File: src/rtl/updown_sweep_ctrl.sv
// Up/down sweep sequencer for an external counter with enable and synchronous load.
// Optional build macro COUNT_CHECK_EN adds a shadow count that aborts with err on divergence.
module updown_sweep_ctrl #(
  parameter int WIDTH  = 4,
  parameter int REPS_W = 4
) (
  input  logic              clk,
  input  logic              rst,
  input  logic              start,
  input  logic              abort,
  input  logic [WIDTH-1:0]  lo,
  input  logic [WIDTH-1:0]  hi,
  input  logic [REPS_W-1:0] reps,
  input  logic [WIDTH-1:0]  count,
  output logic              cnt_en,
  output logic              cnt_up,
  output logic              cnt_load,
  output logic [WIDTH-1:0]  cnt_load_val,
  output logic              busy,
  output logic              done,
  output logic              err,
  output logic [REPS_W-1:0] reps_done
);

  typedef enum logic [2:0] {IDLE, LOAD, UP, DOWN, DONE} state_t;

  state_t            state, state_nxt;
  logic [WIDTH-1:0]  lo_q, hi_q;
  logic [REPS_W-1:0] reps_q;
  logic [REPS_W:0]   reps_inc;
  logic              err_nxt, accept, sweep_end, check_fail;

  assign reps_inc     = {1'b0, reps_done} + 1'b1;
  assign cnt_load_val = lo_q;

`ifdef COUNT_CHECK_EN
  // Shadow of the counter: follows every load/step we request.
  logic [WIDTH-1:0] exp_q;

  always_ff @(posedge clk or negedge rst) begin
    if (!rst) begin
      exp_q <= '0;
    end else if (state == LOAD) begin
      exp_q <= lo_q;
    end else if (cnt_en) begin
      exp_q <= cnt_up ? exp_q + 1'b1 : exp_q - 1'b1;
    end
  end

  assign check_fail = ((state == UP) || (state == DOWN)) && (count != exp_q);
`else
  assign check_fail = 1'b0;
`endif

  always_ff @(posedge clk or negedge rst) begin
    if (!rst) state <= IDLE;
    else      state <= state_nxt;
  end

  always_comb begin
    state_nxt = state;
    err_nxt   = 1'b0;
    accept    = 1'b0;
    sweep_end = 1'b0;
    cnt_en    = 1'b0;
    cnt_up    = 1'b1;
    cnt_load  = 1'b0;
    busy      = 1'b0;
    done      = 1'b0;
    case (state)
      IDLE: begin
        if (start && !abort) begin
          if ((lo < hi) && (reps != '0)) begin
            accept    = 1'b1;
            state_nxt = LOAD;
          end else begin
            err_nxt = 1'b1;
          end
        end
      end
      LOAD: begin
        busy      = 1'b1;
        cnt_load  = 1'b1;
        state_nxt = abort ? IDLE : UP;
      end
      UP: begin
        busy   = 1'b1;
        cnt_en = 1'b1;
        if (abort) begin
          state_nxt = IDLE;
        end else if (check_fail) begin
          state_nxt = IDLE;
          err_nxt   = 1'b1;
        end else if (count == hi_q - 1'b1) begin
          state_nxt = DOWN;
        end
      end
      DOWN: begin
        busy   = 1'b1;
        cnt_en = 1'b1;
        cnt_up = 1'b0;
        if (abort) begin
          state_nxt = IDLE;
        end else if (check_fail) begin
          state_nxt = IDLE;
          err_nxt   = 1'b1;
        end else if (count == lo_q + 1'b1) begin
          // The counter lands on lo_q at this edge: one full sweep is complete.
          sweep_end = 1'b1;
          state_nxt = (reps_inc < {1'b0, reps_q}) ? UP : DONE;
        end
      end
      DONE: begin
        done      = 1'b1;
        state_nxt = IDLE;
      end
      default: state_nxt = IDLE;
    endcase
  end

  always_ff @(posedge clk or negedge rst) begin
    if (!rst) begin
      lo_q      <= '0;
      hi_q      <= '0;
      reps_q    <= '0;
      reps_done <= '0;
      err       <= 1'b0;
    end else begin
      err <= err_nxt;
      if (accept) begin
        lo_q      <= lo;
        hi_q      <= hi;
        reps_q    <= reps;
        reps_done <= '0;
      end else if (sweep_end && (reps_done != '1)) begin
        reps_done <= reps_done + 1'b1;
      end
    end
  end

endmodule

File: config.mk
export PLATFORM = sky130hd
export DESIGN_NAME = updown_sweep_ctrl
export DESIGN_NICKNAME = d
export VERILOG_FILES = /design/src/rtl/updown_sweep_ctrl.sv
export SDC_FILE = /design/constraint.sdc
export NUM_CORES = 1
export LEC_CHECK = 0
export ABC_AREA = 1
export CORE_MARGIN = 1
export CORE_UTILIZATION = 47
export CTS_CLUSTER_DIAMETER = 40
export DETAILED_ROUTE_END_ITERATION = 16
export MAX_ROUTING_LAYER = met4
export PLACE_DENSITY = 0.84
export SLEW_MARGIN = 20
export SYNTH_ARGS = -nofsm -noshare
export SYNTH_HDL_FRONTEND = slang
export SYNTH_SLANG_ARGS = --single-unit
File: constraint.sdc
create_clock -name clk -period 2.2 [get_ports clk]
set_input_delay 0.44 -clock clk [delete_from_list [all_inputs] [get_ports clk]]
set_output_delay 0.44 -clock clk [all_outputs]
set_load 0.02 [all_outputs]
==> results.md <==
* Status: finished, final reports clean
* First-iteration detailed-routing DRC count at 39
* Worst r2r path cells at 9
* Sequential share of power at 34.3%
* Combinational Power Share at 57.0%
* Fin Setup TNS at 0 ps
* Pin count of the biggest net entering global routing at 25
* Multi-input logic area at 798.3 um2
* Max Clk Rate at 0.4821 GHz
* Worst EP arrival at 1630 ps
* FILL cells at 277
* First-pass GRT wire length at 5168 um
* Critical Path, Cell by Cell: inv_2, nand2_1, nor2_1, clkdlybuf4s50_1
* RSZ-0062 raised after global routing: false
* Min Tclk post-route at 2074 ps
* Dpl cell area at 1861 um2
* Synth Register Bits at 20
* Area growth, synth to finish at 27.26%
* Setup violators final at 0
* Clock transition at path regs at 100 ps
* Crit path max-delay cell type: clkdlybuf4s50_1
* Slowest stage delay, CP at 610 ps
* GP Congestion at 0.8202
* Vias/cell at 4.732
* Post-route ant nets at 0
* Final hold violation count at 0
* Startpoint Class: flip-flop
* VDD IR max at 0.5049 mV
* Detailed Place HPWL at 2356 um
* Final wirelength at 2837 um
* Clock tree sinks at 20
* P_sw at 838.6 uW
* Cell area after synthesis at 1483 um2
* Distinct cells, synth at 26
* Gr usage total at 20.21%
* Share of layout cells above drive strength 1 at 12.15%
* Power Density at 983.9 nW/um2
* Die height at 58.17 um
* Mean routed wirelength per cell at 9.749 um
* Non-filler instance count after layout at 291
* Most frequent cells in the layout: nand2_1, inv_1, clkdlybuf4s50_1
* Die Wd at 58.17 um
* Yosys warns at 0
* Sequential share of the synthesized area at 33.76%
* Syn nets at 240
* Number of max-cap violations at 0
* Gr ovfl total at 0
* H-tree depth at 1
* TritonCTS Buffers at 3
* Post-synthesis cell count at 211
* Clock root cell: clkbuf_4
* Worst slew pin tran at 276.7 ps
* Clock share of power at 8.8%
* Port Buf Inserts at 33
* I/O Pins at 34
* Final Instance Area at 1887 um2
* Most common cell after layout, fill and taps aside: nand2_1
* Die area at 3383 um2
* Vias in the first global route at 1281
* Critical path capture point type: output pin
* Initial antenna violation count at 0
* # nets final at 278
* Final clock skew at 2.121 ps
* Crit path max fanout at 5
* CTS tree: built
* Via count at 1377
* Placed cells at 288
* Rows at 20
* Fin crit share at 94.28%
* Clock Latency Late Sink at 290 ps
* DRC at 0
* ANT cells at 0
* Slew HR at 81.54%
* Critical path class: reg2out
* TritonRoute pass-1 iters at 4
* Sw frac at 45.17%
* Initial Utilization at 48.97%
* HP Class: in2async
* Core box area at 3028 um2
* Clock Tree Buf Depth at 2
* CP required at 1760 ps
* Leakage at 1.080 nW
* Register Area at 501.7 um2
* Pint at 1.018 mW
* Final Core Density at 62.31%
* Final Max Tran Viols at 0
* Syn Area/Cell at 7.027 um2
* Post-CTS Setup Repair Bufs at 0
## metrics by stage
step | total power [mW] | hold slack [ps] | setup WS [ps]
after floorplan | 1.372 | 144.4 | 460.2
after global placement | 1.668 | 468.1 | 92.02
after detailed placement | 1.709 | 473.4 | 46.14
after CTS | 1.877 | 479.8 | 34.02
after global routing | 2.052 | 493.4 | 11.55
final | 1.856 | 472.5 | 125.8
## cell families (layout without fill, tap and decap cells)
group | after synthesis | count (layout) | share of synthesized area (%)
AOI/OAI and AO/OA | 12 | 12 | 6.751
xor gates and xnor gates | 3 | 3 | 1.772
adders and majority gates | 9 | 9 | 7.595
buffers and inverters | 45 | 81 | 12.41
DFF | 20 | 20 | 33.76
and+or+nand+nor | 122 | 122 | 37.72
## path summary, 6_finish.rpt
kind | slack, ps | endpoint | from
worst max-delay path | 130 | cnt_load | state[2]
worst min-delay path | 470 | reps_q[2] | rst
worst max register to register | 410 | state[1] | reps_done[0]
worst min register to register | 490 | reps_q[0] | reps_q[0]
max in group asynchronous | 1500 | state[2] | rst
min in group clk | 490 | reps_q[0] | reps_q[0]
## power by group through the flow
stage	clock network, mW	logic, mW	registers [mW]
after floorplan	0	0.714	0.658
after global placement	0	1.03	0.637
after detailed placement	0	1.07	0.642
after CTS	0.171	1.07	0.635
after global routing	0.188	1.20	0.661
final	0.163	1.06	0.636
## critical path, delay by kind of cell (launching register included)
kind | cells | cell delay, ps
buffers and inverters | 2 | 700
DFF | 1 | 490
and+or+nand+nor | 2 | 160
## flip-flops by register name, indices dropped and copies added (netlist names)
register      count
err               1
reps_q            4
hi_q              4
state             3
reps_done         4
cnt_load_val      4
## layout make-up
type / count / share of cell area [%]
flip-flops and latches: 20 / 26.59
clock buffers: 3 / 1.194
well taps: 44 / 2.918
repair buffers: 35 / 18.44
inverters: 43 / 8.554
multi-input cells: 146 / 42.31
## synth_stat cells
| cell | instances | area share, % |
|---|---|---|
| o21ai_2 | 7 | 4.1 |
| inv_1 | 38 | 9.6 |
| nor2_4 | 1 | 0.76 |
| a21o_1 | 1 | 0.51 |
| nand4_2 | 1 | 0.84 |
| nor3_1 | 2 | 0.68 |
| nand2_4 | 1 | 0.76 |
| nand2_1 | 72 | 18 |
| nor3_2 | 1 | 0.68 |
| nand3b_1 | 1 | 0.51 |
| xnor2_1 | 2 | 1.2 |
| ha_1 | 9 | 7.6 |
| o21ai_0 | 1 | 0.34 |
| nand3_2 | 1 | 0.68 |
| o21ai_1 | 2 | 0.68 |
| nor2_2 | 1 | 0.42 |
| nand2_2 | 4 | 1.7 |
| dfrtp_1 | 20 | 34 |
| buf_6 | 2 | 1.5 |
| nand3_1 | 18 | 6.1 |
| xor2_1 | 1 | 0.59 |
| nor2_8 | 1 | 1.4 |
| nor2_1 | 15 | 3.8 |
| a21oi_4 | 1 | 1.1 |
| inv_2 | 5 | 1.3 |
| nand4_1 | 3 | 1.3 |
## routing by layer
metal / track usage [%] / up-vias / routed length, um
met5: - / - / 0
met4: 6.122 / 0 / 25
met3: 2.679 / 4 / 86
met2: 36.62 / 29 / 1415
met1: 23.08 / 625 / 1310
li1: - / 719 / -
## timing repair
action,4_1_cts,5_1_grt
gates resized for setup,0,2
hold buffers,0,0
endpoints found under the setup margin,0,2
No activity file was read; power rests on OpenSTA's default activity.
